## src/rtl/lsu_pkg.sv

```systemverilog
// Shared types and constants for the load/store unit: FSM states, RV32I
// load/store funct3 encodings, completion codes and decode helpers.
package lsu_pkg;

  typedef enum logic [1:0] {
    IDLE,
    REQ,
    RSP,
    DONE
  } state_e;

  localparam logic [2:0] F3_B  = 3'b000;
  localparam logic [2:0] F3_H  = 3'b001;
  localparam logic [2:0] F3_W  = 3'b010;
  localparam logic [2:0] F3_BU = 3'b100;
  localparam logic [2:0] F3_HU = 3'b101;

  localparam logic [1:0] ERR_OK       = 2'b00;
  localparam logic [1:0] ERR_MISALIGN = 2'b01;
  localparam logic [1:0] ERR_TIMEOUT  = 2'b10;
  localparam logic [1:0] ERR_ILLEGAL  = 2'b11;

  // Unsigned sizes only exist for loads.
  function automatic logic f3_illegal(input logic [2:0] f3, input logic we);
    case (f3)
      F3_B, F3_H, F3_W: return 1'b0;
      F3_BU, F3_HU:     return we;
      default:          return 1'b1;
    endcase
  endfunction

  function automatic logic f3_misaligned(input logic [2:0] f3, input logic [1:0] addr_lo);
    case (f3)
      F3_H, F3_HU: return addr_lo[0];
      F3_W:        return addr_lo != 2'b00;
      default:     return 1'b0;
    endcase
  endfunction

endpackage

```

## src/rtl/lsu_align.sv

```systemverilog
// Combinational lane steering: byte enables, store-data replication and
// load-data extraction with sign/zero extension.
module lsu_align
  import lsu_pkg::*;
(
  input  logic [2:0]  funct3,
  input  logic [1:0]  addr_lo,
  input  logic [31:0] wdata,
  input  logic [31:0] rdata,
  output logic [3:0]  be,
  output logic [31:0] wdata_lanes,
  output logic [31:0] rdata_ext
);

  logic [31:0] shifted;

  always_comb begin
    shifted     = rdata >> {addr_lo, 3'b000};
    be          = 4'b1111;
    wdata_lanes = wdata;
    rdata_ext   = rdata;
    case (funct3[1:0])
      2'b00: begin
        be          = 4'b0001 << addr_lo;
        wdata_lanes = {4{wdata[7:0]}};
        rdata_ext   = funct3[2] ? {24'h0, shifted[7:0]}
                                : {{24{shifted[7]}}, shifted[7:0]};
      end
      2'b01: begin
        be          = 4'b0011 << addr_lo;
        wdata_lanes = {2{wdata[15:0]}};
        rdata_ext   = funct3[2] ? {16'h0, shifted[15:0]}
                                : {{16{shifted[15]}}, shifted[15:0]};
      end
      default: ;
    endcase
  end

endmodule

```

## src/rtl/load_store_unit.sv

```systemverilog
// Multi-cycle load/store unit: decodes and checks the access, runs one
// req/gnt/rvalid bus transaction and returns extended load data.
module load_store_unit
  import lsu_pkg::*;
#(
  parameter int unsigned TIMEOUT = 16,
  parameter int unsigned ADDR_W  = 32
) (
  input  logic              clk,
  input  logic              rst,
  input  logic              lsu_valid,
  input  logic              lsu_we,
  input  logic [2:0]        lsu_funct3,
  input  logic [ADDR_W-1:0] lsu_addr,
  input  logic [31:0]       lsu_wdata,
  output logic              lsu_stall,
  output logic              lsu_done,
  output logic [31:0]       lsu_rdata,
  output logic [1:0]        lsu_err,
  output logic              mem_req,
  output logic              mem_we,
  output logic [ADDR_W-1:0] mem_addr,
  output logic [3:0]        mem_be,
  output logic [31:0]       mem_wdata,
  input  logic              mem_gnt,
  input  logic              mem_rvalid,
  input  logic [31:0]       mem_rdata
);

  localparam int unsigned     CNT_W    = $clog2(TIMEOUT);
  localparam logic [CNT_W-1:0] CNT_LAST = CNT_W'(TIMEOUT - 1);

  state_e             state_q, state_d;
  logic [ADDR_W-1:0]  addr_q, addr_d;
  logic               we_q, we_d;
  logic [2:0]         f3_q, f3_d;
  logic [31:0]        wdata_q, wdata_d;
  logic [CNT_W-1:0]   cnt_q, cnt_d;
  logic [31:0]        rdata_q, rdata_d;
  logic [1:0]         err_q, err_d;

  logic [3:0]  al_be;
  logic [31:0] al_wdata;
  logic [31:0] al_rdata;

  lsu_align u_align (
    .funct3      (f3_q),
    .addr_lo     (addr_q[1:0]),
    .wdata       (wdata_q),
    .rdata       (mem_rdata),
    .be          (al_be),
    .wdata_lanes (al_wdata),
    .rdata_ext   (al_rdata)
  );

  always_ff @(posedge clk) begin
    if (rst) begin
      state_q <= IDLE;
      addr_q  <= '0;
      we_q    <= 1'b0;
      f3_q    <= '0;
      wdata_q <= '0;
      cnt_q   <= '0;
      rdata_q <= '0;
      err_q   <= ERR_OK;
    end else begin
      state_q <= state_d;
      addr_q  <= addr_d;
      we_q    <= we_d;
      f3_q    <= f3_d;
      wdata_q <= wdata_d;
      cnt_q   <= cnt_d;
      rdata_q <= rdata_d;
      err_q   <= err_d;
    end
  end

  always_comb begin
    state_d = state_q;
    addr_d  = addr_q;
    we_d    = we_q;
    f3_d    = f3_q;
    wdata_d = wdata_q;
    cnt_d   = cnt_q;
    rdata_d = rdata_q;
    err_d   = err_q;
    case (state_q)
      IDLE: begin
        if (lsu_valid) begin
          if (f3_illegal(lsu_funct3, lsu_we)) begin
            err_d   = ERR_ILLEGAL;
            rdata_d = '0;
            state_d = DONE;
          end else if (f3_misaligned(lsu_funct3, lsu_addr[1:0])) begin
            err_d   = ERR_MISALIGN;
            rdata_d = '0;
            state_d = DONE;
          end else begin
            addr_d  = lsu_addr;
            we_d    = lsu_we;
            f3_d    = lsu_funct3;
            wdata_d = lsu_wdata;
            state_d = REQ;
          end
        end
      end
      REQ: begin
        if (mem_gnt) begin
          cnt_d   = '0;
          state_d = RSP;
        end
      end
      RSP: begin
        // rvalid takes priority over the timeout limit in the same cycle.
        if (mem_rvalid) begin
          rdata_d = al_rdata;
          err_d   = ERR_OK;
          state_d = DONE;
        end else if (cnt_q == CNT_LAST) begin
          rdata_d = '0;
          err_d   = ERR_TIMEOUT;
          state_d = DONE;
        end else begin
          cnt_d = cnt_q + 1'b1;
        end
      end
      DONE:    state_d = IDLE;
      default: state_d = IDLE;
    endcase
  end

  always_comb begin
    mem_req   = (state_q == REQ);
    mem_we    = mem_req & we_q;
    mem_addr  = mem_req ? {addr_q[ADDR_W-1:2], 2'b00} : '0;
    mem_be    = mem_req ? al_be : '0;
    mem_wdata = mem_req ? al_wdata : '0;
    lsu_done  = (state_q == DONE);
    lsu_stall = lsu_valid & ~lsu_done;
    lsu_rdata = rdata_q;
    lsu_err   = err_q;
  end

endmodule

```

## config.mk

```make
export PLATFORM = sky130hd
export DESIGN_NAME = load_store_unit
export DESIGN_NICKNAME = d
export VERILOG_FILES = /design/src/rtl/lsu_pkg.sv /design/src/rtl/lsu_align.sv /design/src/rtl/load_store_unit.sv
export SDC_FILE = /design/constraint.sdc
export NUM_CORES = 1
export LEC_CHECK = 0
export BUFFER_PORTS_ARGS = -buffer_cell sky130_fd_sc_hd__buf_2
export CAP_MARGIN = 20
export CORE_MARGIN = 2
export CORE_UTILIZATION = 53
export DETAILED_ROUTE_END_ITERATION = 10
export PLACE_DENSITY_LB_ADDON = 0.05
export SYNTH_ARGS = -nofsm -noshare
export SYNTH_HDL_FRONTEND = slang
export SYNTH_SLANG_ARGS = --single-unit
```

## constraint.sdc

```tcl
create_clock -name clk -period 3.5 [get_ports clk]
set_input_delay 0.35 -clock clk [delete_from_list [all_inputs] [get_ports clk]]
set_output_delay 0.35 -clock clk [all_outputs]
set_load 0.02 [all_outputs]
```

Word-level counts from Yosys, hierarchy flattened
Cells that the tools add are included.
- bits in registers: 108
- input bits: 105
- output and inout port bits: 106
- logic and storage cells: 83
- $add $sub $neg: 1
- equality and inequality tests: 15
- shifts and indexed selects: 3
- multiplexer cells: 38
- bitwise logic cells: 5
- reductions and logical operators: 13
- operators with widths (cell ; number):
    32-bit 2-to-1 mux ; 9
    32-bit case mux with 2 select lines ; 3
    32-bit by 5-bit >> shifter with 16-bit output ; 1
    2-bit 2-to-1 mux ; 11
    4-bit 2-to-1 mux ; 4
    4-bit case mux with 2 select lines ; 2
    4-bit AND reduction ; 3
    2-bit case mux with 4 select lines ; 1
    3-bit == test, second input constant ; 2
    2-bit inequality test, second input constant ; 3
    3-bit inequality test, second input constant ; 2
    2-bit nonzero test ; 3
    1-bit 2-to-1 mux ; 5
    4-bit by 1-bit adder with 4-bit output, second input constant ; 1
    2-bit by 1-bit == test with 1-bit output, second input constant ; 2
    2-bit == test, second input constant ; 2
    4-bit == test, second input constant ; 1
    2-bit logical NOT ; 2
    1-bit case mux with 2 select lines ; 2
    2-bit case mux with 2 select lines ; 1
    2-bit OR reduction ; 2
    1-bit by 2-bit left shift with 4-bit output, first input constant ; 1
    2-bit by 2-bit left shift with 4-bit output, first input constant ; 1
    3-bit by 1-bit == test with 1-bit output, second input constant ; 1
    other kinds (7) ; 10

Longest topological paths before layout
Gate-level depths: netlist of the first run.
- word-level depth: 12
- gate-level depth with buffers: 8
- depth with buffers taken out: 6

Cells and area by module
From an unflattened synthesis of the first run, not the netlist that was laid out.
- cell total of the unflattened synthesis: 700
- area total of the unflattened synthesis: 5688.0 um^2
- modules (own cells, without submodules) (module ; times used ; cells an instance ; area each (um^2) ; seq. area each (um^2)):
    load_store_unit ; 1 ; 509 ; 4351.7 ; 2162.1
    lsu_align ; 1 ; 191 ; 1336.3 ; 0.0

Worst setup path after synthesis of the first run
OpenSTA, ideal clock, no wires.
- path type: reg-to-reg
- start: register state_q[0]
- end: register rdata_q[20], in the netlist lsu_rdata[20]
- setup time: 0.134 ns
- arrival: 1.807 ns
- data required time: 3.366 ns
- setup slack: 1.559 ns
- cell stages (with the launch flop): 9
- buffers on the path: 2
- period minus slack after synthesis: 1.941 ns
- cells stage by stage: dfxtp_1 > inv_1 > ha_1 > and2b_1 > and2_1 > clkbuf_1 > a211oi_4 > buf_6 > a211oi_1
- word-level cells in the longest chain between the ends: 3
- elaborated cells between the ends (all ways): 8
- classes of those cells: 4 x eq/ne; 1 x mux; 3 x reduce/logical
- RTL lines (what ; line ; text):
    start, declared ; load_store_unit.sv:33 ; state_e state_q, state_d;
    start signal, assigned ; load_store_unit.sv:67 ; state_q <= state_d;
    2-bit == test / 2-bit logical NOT (equally long branches) ; load_store_unit.sv:87 ; case (state_q)
    3-bit inequality test (no source line) (tied with other cells) ; n/a ;
    4-bit AND reduction (no source line) ; n/a ;
    end signal, assigned ; load_store_unit.sv:73 ; rdata_q <= rdata_d;
    end, declared ; load_store_unit.sv:39 ; logic [31:0] rdata_q, rdata_d;
Several ways; a longest one is shown, not always the timed one.
A chain may end at the register's enable or synchronous reset.

Worst setup path in the final report of the first run
- start: register f3_q[0]
- end: output port mem_wdata[9]
- word-level cells in the longest chain between the ends: 3
- elaborated cells between the ends (all ways): 4
- classes of those cells: 1 x eq/ne; 2 x mux; 1 x reduce/logical
- RTL lines (what ; line ; text):
    start, declared ; load_store_unit.sv:36 ; logic [2:0] f3_q, f3_d;
    start signal, assigned ; load_store_unit.sv:61 ; f3_q <= '0;
    start signal, assigned ; load_store_unit.sv:70 ; f3_q <= f3_d;
    2-bit by 1-bit == test with 1-bit output / 2-bit logical NOT (equally long branches) ; lsu_align.sv:22 ; case (funct3[1:0])
    32-bit case mux with 2 select lines * ; lsu_align.sv:22 ;
    32-bit 2-to-1 mux * ; load_store_unit.sv:137 ; mem_wdata = mem_req ? al_wdata : '0;
    end, declared ; load_store_unit.sv:24 ; output logic [31:0] mem_wdata,
Every way passes the cells marked *; elsewhere a longest branch is shown, timed or not.

==> flow_metrics.env, run 1 <==
export IMPL_drive_gt1_share_pct=27.6
export IMPL_synth_top_area_share_pct=39.3
export IMPL_grt_max_degree=71
export IMPL_cts_tree="yes"
export IMPL_synth_most_common_cell="nand2_1"
export IMPL_dr_pass1_iters=5
export IMPL_holdPathStages=3
export IMPL_hold_buffers=0
export IMPL_drc_errors=0
export IMPL_grt_total_usage_pct=27.6
export IMPL_insertion_delay_ps=380
export IMPL_worstSetupStartpointType="flop"
export IMPL_via_per_inst=5.50
export IMPL_clk_pin_slew_ps=110
export IMPL_filler_cell_count=943
export IMPL_rsz0062_at_grt="no"
export IMPL_whs_ps=191
export IMPL_dieWidth_um=106
export IMPL_synthArstFlopShare_pct=0
export IMPL_synth_commonest_cells="nand2_1 (177), dfxtp_1 (108), a21oi_1 (97)"
export IMPL_hold_viol=0
export IMPL_cts_buffer_depth=2
export IMPL_antennaDiodeCount=0
export IMPL_initial_core_util_pct=54.0
export IMPL_min_from="lsu_addr[8]"
export IMPL_synthCells=710
export IMPL_critical_path_class="reg -> out"
export IMPL_rr_worst_depth=4
export IMPL_postCtsSetupBuffers=0
export IMPL_period_minus_slack_ps=2770
export IMPL_cap_violations=0
export IMPL_skew_ps=8.42
export IMPL_die_y_um=106
export IMPL_root_buffer="clkbuf_8"
export IMPL_synth_main_ff_cell="dfxtp_1"
export IMPL_num_vias=5619
export IMPL_timing_worst_slew_pin_value_ps=1000
export IMPL_setup_violations=0
export IMPL_tns_ps=0
export IMPL_rows=37
export IMPL_overflow=0
export IMPL_grt_pass1_wl_um=25000
export IMPL_grt_pass1_vias=5181
export IMPL_period_share_pct=79.1
export IMPL_worstPathMaxFanout=21
export IMPL_gp_congestion=0.885
export IMPL_cts_buffers=9
export IMPL_ys_seq_area_share_pct=39.3
export IMPL_ant_nets=0
export IMPL_yosysWarnings=0
export IMPL_antenna_found_initial=0
export IMPL_synth_cell_types=49
export IMPL_netlist_area_mm2=0.00550
export IMPL_leakagePower_nw=2.76
export IMPL_yosysTopAreaCell="dfxtp_1"
export IMPL_cp_end_kind="primary output"
export IMPL_io_pins=211
export IMPL_port_buffer_count=208
export IMPL_cts_sinks=108
export IMPL_arrival_ps=2420
export IMPL_worstPathRequired_ps=3150
export IMPL_dp_hpwl_um=11200
export IMPL_powerDensity_mw_per_mm2=552
export IMPL_core_mm2=0.0102
export IMPL_drt_iter0_markers=316
export IMPL_synth_avg_cell_area_um2=7.75
export IMPL_synth_edf_count=0
export IMPL_peakVddDrop_mv=0.454
export IMPL_wl_per_cell_um=15.5
export IMPL_fin_nets=991
export IMPL_routed_wl_um=15800
export IMPL_startpoint="f3_q[0]"
export IMPL_slew_headroom_pct=33.0
export IMPL_htree_levels=3
export IMPL_outcome="complete, no violations"
export IMPL_die_area_mm2=0.0112
export IMPL_post_cts_resized=0
export IMPL_reg2reg_from="addr_q[0]"
export IMPL_area_delta_synth_final_pct=22.7
export IMPL_final_max_slew_viol_count=0
export IMPL_ys_top_cells_by_area="dfxtp_1 (39%), nand2_1 (12%), a21oi_1 (8.8%)"
export IMPL_hold_path_class="in -> reg"
export IMPL_ys_ff_latch=108
export IMPL_fmax_mhz=361
## path summary, 6_finish.rpt
kind / end / slack, ps
hold / removal: addr_q[8] / 190
setup reg to reg: lsu_rdata[17] / 1020
setup / recovery: mem_wdata[9] / 730
hold reg to reg: addr_q[17] / 460
## logic make-up (layout without fill, tap and decap cells)
kind of cell               count (synthesis)  count (layout)  share of synthesized area (%)
buffers and inverters                     63             237                           5.17
muxes                                     27              27                           5.01
adders and majority gates                  6               6                           1.37
and+or+nand+nor                          295             295                           25.3
AOI/OAI and AO/OA                        210             210                           23.8
other                                      1               2                         0.0682
DFF                                      108             108                           39.3
## final cells by class
class                      count  area, um^2  area share [%]
sequential                   108        2160            32.1
clock inverter                 7        76.3            1.13
inverter                       5        18.8           0.278
multi-input combinational    540        3070            45.5
clock buffer                   9         124            1.84
tap                          136         170            2.52
timing repair buffer         216        1130            16.7
## sequential cells by signal, summed over array words and instances (netlist names)
signal	flops
we_q	1
addr_q	32
f3_q	3
cnt_q	4
lsu_err	2
lsu_rdata	32
wdata_q	32
state_q	2
## per-layer routing
layer  vias to the layer above  track usage (%)  wire length [um]
li1                       2783                -                 -
met1                      2552             36.0              6630
met2                       245             45.2              7610
met3                        39             4.89              1140
met4                         0             11.4               414
met5                         -                0                 0
## through the flow
stage          total power [mW]  instance area, um^2  setup slack [ps]  instances  utilization, %
2_1_floorplan              2.54                 5500              1560        711               -
3_3_place_gp               2.90                 6530              1220       1004            64.1
3_5_place_dp               2.95                 6530              1060       1004            64.1
4_1_cts                    3.72                 6730               706       1020            66.1
5_1_grt                    3.96                 6750               547       1021            66.3
6_report                   3.73                 6750               731       1021            66.3
## power by group
group / internal (mW) / leakage [nW] / switching, mW
combinational: 0.509 / 1.78 / 0.924
sequential: 1.40 / 0.878 / 0.118
clock: 0.335 / 0.0958 / 0.444
## critical path, stage by stage, from the launching register on
cell,delay [ps]
dfxtp_1,590
buf_4,320
nor2_1,520
nand2_1,100
a21boi_0,270
buf_2,230
## cell usage in the layout, fill, tap and decap left out, drive strengths merged, types with 2 or more instances in the layout
cell type,count
and2,49
o221ai,8
clkbuf,9
dfxtp,108
nor3,4
a31oi,9
ha,6
and3,2
nand3,7
nand2,177
nand3b,15
o21ai,36
mux2i,26
a211oi,20
nor4,2
or3,2
a221o,2
a21oi,99
nor2b,18
a21boi,9
a2bb2oi,8
inv,6
conb,2
buf,216
clkinv,3
clkinvlp,2
nor2,11
nand2b,3
o2bb2ai,9
Note: power is estimated with default switching activity, not from simulation.
==> run 2, diff against run 1 <==
Settings changed: CORE_UTILIZATION 53 to 49.
Clock period 3.5 ns to 2.7 ns, I/O delays scaled along.
==> run 2 against run 1 <==
Against the previous run:
- sequential cell count is the same
- worst setup slack lost 460 ps
- design area is 0.35% higher
- sequential share of layout area decreased by 0.11 points
- critical path depth did not move
- wire length is 2.6% higher
- non-clock buffer count grew 5
- critical endpoint is now mem_wdata[17]
- global-route usage fell by 1.3 points
- sequential power up 28%
==> flow_metrics.env, run 2 (synthesis gave the netlist of run 1 again) <==
export IMPL_hold_path_class="in -> reg"
export IMPL_drt_iter0_markers=339
export IMPL_wl_per_cell_um=15.7
export IMPL_setup_violations=0
export IMPL_fmax_mhz=412
export IMPL_io_pins=211
export IMPL_dr_pass1_iters=5
export IMPL_drc_errors=0
export IMPL_ant_nets=0
export IMPL_tns_ps=0
export IMPL_antennaDiodeCount=0
export IMPL_clk_pin_slew_ps=110
export IMPL_most_common_layout_cells="buf_2 (207), nand2_1 (177), dfxtp_1 (107)"
export IMPL_peakVddDrop_mv=0.463
export IMPL_grt_pass1_wl_um=24800
export IMPL_cts_buffers=9
export IMPL_place_area_mm2=0.00659
export IMPL_filler_cell_count=1056
export IMPL_final_util_pct=62.2
export IMPL_outcome="complete, no violations"
export IMPL_worstPathMaxFanout=35
export IMPL_root_buffer="clkbuf_8"
export IMPL_post_cts_resized=0
export IMPL_hold_buffers=0
export IMPL_worstPathRequired_ps=2430
export IMPL_pre_cts_slack_ps=449
export IMPL_drive_gt1_share_pct=27.8
export IMPL_via_per_inst=5.49
export IMPL_dp_hpwl_um=11400
export IMPL_setup_slack_ps=271
export IMPL_rsz0062_at_grt="no"
export IMPL_overflow=0
export IMPL_initial_core_util_pct=50.5
export IMPL_powerDensity_mw_per_mm2=712
export IMPL_cts_sinks=108
export IMPL_grt_total_usage_pct=26.3
export IMPL_totalPowerFinal_mw=4.82
export IMPL_worstSetupStartpointType="flop"
export IMPL_hold_viol=0
export IMPL_final_max_slew_viol_count=0
export IMPL_critical_path_class="reg -> out"
export IMPL_insertion_delay_ps=400
export IMPL_cap_violations=0
export IMPL_cp_end_kind="primary output"
export IMPL_num_vias=5649
export IMPL_fin_nets=996
export IMPL_critical_path_max_stage_delay_ps=600
export IMPL_skew_ps=11.1
export IMPL_htree_levels=3
export IMPL_grt_pass1_vias=5166
export IMPL_timing_worst_slew_pin_value_ps=734
export IMPL_cts_buffer_depth=2
export IMPL_period_share_pct=89.9
export IMPL_final_common_cell="buf_2"
export IMPL_critical_path_cell_chain="inv_1, ha_2, buf_4, nor2b_1, buf_2"
export IMPL_slew_headroom_pct=50.9
export IMPL_core_mm2=0.0109
export IMPL_die_y_um=110
export IMPL_arrival_ps=2160
export IMPL_die_area_mm2=0.0121
export IMPL_grt_max_degree=69
export IMPL_dieWidth_um=110
export IMPL_antenna_found_initial=1
export IMPL_port_buffer_count=208
export IMPL_period_minus_slack_ps=2430
export IMPL_routed_wl_um=16200
export IMPL_area_delta_synth_final_pct=23.2
export IMPL_stdcell_area_mm2=0.00677
export IMPL_cts_tree="yes"
export IMPL_rows=38
export IMPL_leakagePower_nw=2.79
export IMPL_crit_slowest_cell="ha_2"
export IMPL_postCtsSetupBuffers=0
export IMPL_gp_congestion=0.900
[run 2: stage by stage]
step,hold WS (ps),cells
floorplan,406,711
global placement,437,1014
detailed placement,442,1014
CTS,79.7,1029
global route,76.1,1029
finish,96.6,1029
[run 2: layout make-up]
type / instances / area [um^2] / share of cell area [%]
timing repair buffer: 221 / 1170 / 17.2
sequential: 108 / 2160 / 31.9
inverter: 5 / 18.8 / 0.277
clock inverter: 5 / 53.8 / 0.794
clock buffer: 10 / 128 / 1.88
multi-input combinational: 540 / 3070 / 45.3
tap: 140 / 175 / 2.59
[run 2: metal layers]
layer  track usage (%)  wire [um]  vias to the layer above
li1                  -          -                     2795
met1              33.1       6910                     2632
met2              42.6       7770                      194
met3              7.77       1200                       26
met4              9.22        294                        2
met5                 0         13                        -
[run 2: where the power goes]
| group | switching (mW) | internal (mW) | total, mW | leakage (nW) |
|---|---|---|---|---|
| registers | 0.141 | 1.81 | 1.95 | 0.878 |
| logic | 1.21 | 0.671 | 1.88 | 1.81 |
| clock network | 0.565 | 0.422 | 0.987 | 0.0959 |
| total | 1.92 | 2.91 | 4.82 | 2.79 |
[run 2: worst paths after layout]
| path | from | depth (start not counted) | slack [ps] | end |
|---|---|---|---|---|
| min | lsu_addr[30] | 3 | 100 | addr_q[30] |
| max reg2reg | state_q[0] | 6 | 420 | lsu_rdata[31] |
| min reg2reg | addr_q[21] | 2 | 450 | addr_q[21] |
| max | state_q[1] | 5 | 270 | mem_wdata[17] |
[run 2: critical path, delay by kind of cell, from the launching register on]
kind | cells | cell delay, ps
fa+ha+maj | 1 | 600
flops | 1 | 360
simple gates | 1 | 170
buf+inv | 3 | 630
==> run 3, diff against run 2 <==
Settings changed: ABC_CLOCK_PERIOD_IN_PS from default to 2700, CORE_MARGIN 2 to default, MAX_ROUTING_LAYER from default to met4.
==> run 3 against run 2 <==
Against the previous run:
- clock-buffer cell count is 1 higher
- non-clock buffer count stayed put
- highest routed layer is now met4
- wire length is 2.6% lower
- critical path depth is 1 lower
- design area is 0.15% higher
- clock skew is 5.2 ps lower
- clock power hardly changed
- sequential cell count stayed put
- utilization is 0.092 points higher
- critical endpoint is now mem_wdata[14]
==> flow_metrics.env, run 3 (synthesis gave the netlist of run 1 again) <==
export IMPL_whs_ps=110
export IMPL_slew_headroom_pct=50.0
export IMPL_critical_path_class="reg -> out"
export IMPL_worstPathRequired_ps=2430
export IMPL_post_cts_resized=0
export IMPL_rsz0062_at_grt="no"
export IMPL_final_max_slew_viol_count=0
export IMPL_worstSetupStartpointType="flop"
export IMPL_cts_tree="yes"
export IMPL_holdPathStages=3
export IMPL_powerDensity_mw_per_mm2=715
export IMPL_skew_ps=5.93
export IMPL_critPathTopFamily="simple AND/OR/NAND/NOR gates"
export IMPL_die_area_mm2=0.0117
export IMPL_hold_viol=0
export IMPL_overflow=0
export IMPL_area_delta_synth_final_pct=23.3
export IMPL_period_share_pct=88.8
export IMPL_io_pins=211
export IMPL_dr_pass1_iters=5
export IMPL_htree_levels=3
export IMPL_arrival_ps=2130
export IMPL_postCtsSetupBuffers=0
export IMPL_insertion_delay_ps=380
export IMPL_rr_worst_depth=6
export IMPL_antennaDiodeCount=0
export IMPL_multi_input_comb_area_mm2=0.00307
export IMPL_grt_pass1_wl_um=24500
export IMPL_period_minus_slack_ps=2400
export IMPL_setup_violations=0
export IMPL_num_vias=5678
export IMPL_cap_violations=0
export IMPL_drt_iter0_markers=308
export IMPL_via_per_inst=5.52
export IMPL_fmax_mhz=417
export IMPL_cts_buffers=9
export IMPL_tns_ps=0
export IMPL_clk_pin_slew_ps=100
export IMPL_most_common_layout_cells="buf_2 (207), nand2_1 (177), dfxtp_1 (107)"
export IMPL_cp_end_kind="primary output"
export IMPL_cts_sinks=108
export IMPL_min_from="lsu_addr[21]"
export IMPL_outcome="complete, no violations"
export IMPL_hold_path_class="in -> reg"
export IMPL_wl_per_cell_um=15.3
export IMPL_dieWidth_um=108
export IMPL_hold_buffers=0
export IMPL_crit_slowest_cell="nor2_1"
export IMPL_cts_buffer_depth=2
export IMPL_antenna_found_initial=0
export IMPL_ant_nets=0
export IMPL_grt_total_usage_pct=27.4
export IMPL_grt_max_degree=69
export IMPL_grt_pass1_vias=5085
export IMPL_cp_num_cells=4
export IMPL_timing_worst_slew_pin_value_ps=750
export IMPL_filler_cell_count=1020
export IMPL_fin_nets=996
export IMPL_worstPathMaxFanout=18
export IMPL_r2r_end="lsu_rdata[19]"
export IMPL_drive_gt1_share_pct=27.8
export IMPL_seqCellArea_mm2=0.00216
export IMPL_port_buffer_count=208
export IMPL_root_buffer="clkbuf_8"
export IMPL_rows=38
export IMPL_initial_core_util_pct=50.5
export IMPL_gp_congestion=0.904
export IMPL_reg2reg_from="state_q[0]"
export IMPL_peakVddDrop_mv=0.436
export IMPL_routed_wl_um=15800
export IMPL_whs_endpoint="addr_q[21]"
export IMPL_die_y_um=108
export IMPL_critical_path_cell_chain="nor2_1, nand2_1, a21boi_0, buf_2"
export IMPL_core_mm2=0.0109
export IMPL_path_buf_inv=1
export IMPL_final_common_cell="buf_2"
export IMPL_r2r_slack_ps=400
export IMPL_drc_errors=0
export IMPL_dp_hpwl_um=11300
export IMPL_critical_path_max_stage_delay_ps=620
export IMPL_leakagePower_nw=2.78
export IMPL_setup_slack_ps=301
export IMPL_pre_cts_slack_ps=429
==> run 3: cell count changes in the layout (fill, tap and decap cells not counted) <==
cell and change:
clkinvlp_4 +2, clkinv_2 -2, clkinv_4 -1, clkbuf_8 +1
==> run 3: cell type report <==
type	count	share of cell area [%]
inverters	5	0.277
clock buffers	11	2.08
repair buffers	221	17.2
well taps	140	2.58
clock inverters	4	0.738
multi-input cells	540	45.2
flip-flops and latches	108	31.9
==> run 3: per-stage QoR <==
step / cells / utilization [%] / area (um^2) / power, mW
floorplan: 711 / - / 5500 / 3.29
global placement: 1014 / 60.5 / 6590 / 3.82
detailed placement: 1014 / 60.5 / 6590 / 3.88
CTS: 1029 / 62.3 / 6780 / 4.87
global route: 1029 / 62.3 / 6780 / 5.14
finish: 1029 / 62.3 / 6780 / 4.85
==> run 3: worst max path at each step <==
stage | slack [ps] | start | end
6_report | 300 | f3_q[0] | mem_wdata[14]
5_1_grt | 100 | f3_q[0] | mem_wdata[14]
3_5_place_dp | 430 | state_q[0] | lsu_rdata[27]
4_1_cts | 310 | f3_q[0] | mem_wdata[24]
2_1_floorplan | 760 | state_q[0] | lsu_rdata[20]
3_3_place_gp | 560 | state_q[0] | lsu_rdata[30]
==> run 3: per-layer routing <==
layer | track usage [%] | vias to the layer above | part of all wire (%)
met2 | 42.9 | 206 | 48
met1 | 34.7 | 2638 | 44
met3 | 4.94 | 42 | 6.1
met4 | 11.6 | 0 | 2.7
li1 | - | 2792 | -
met5 | - | - | 0
==> run 3: report_power, final <==
group / switching [mW] / internal [mW] / total [mW] / leakage (nW)
Clock: 0.553 / 0.448 / 1.00 / 0.0914
Sequential: 0.145 / 1.81 / 1.96 / 0.878
Combinational: 1.21 / 0.684 / 1.89 / 1.81
Total: 1.91 / 2.95 / 4.85 / 2.78
==> run 3: worst min-delay path, stage by stage <==
cell and delay, ps:
buf_2 90, nand2_1 40, a21oi_1 50
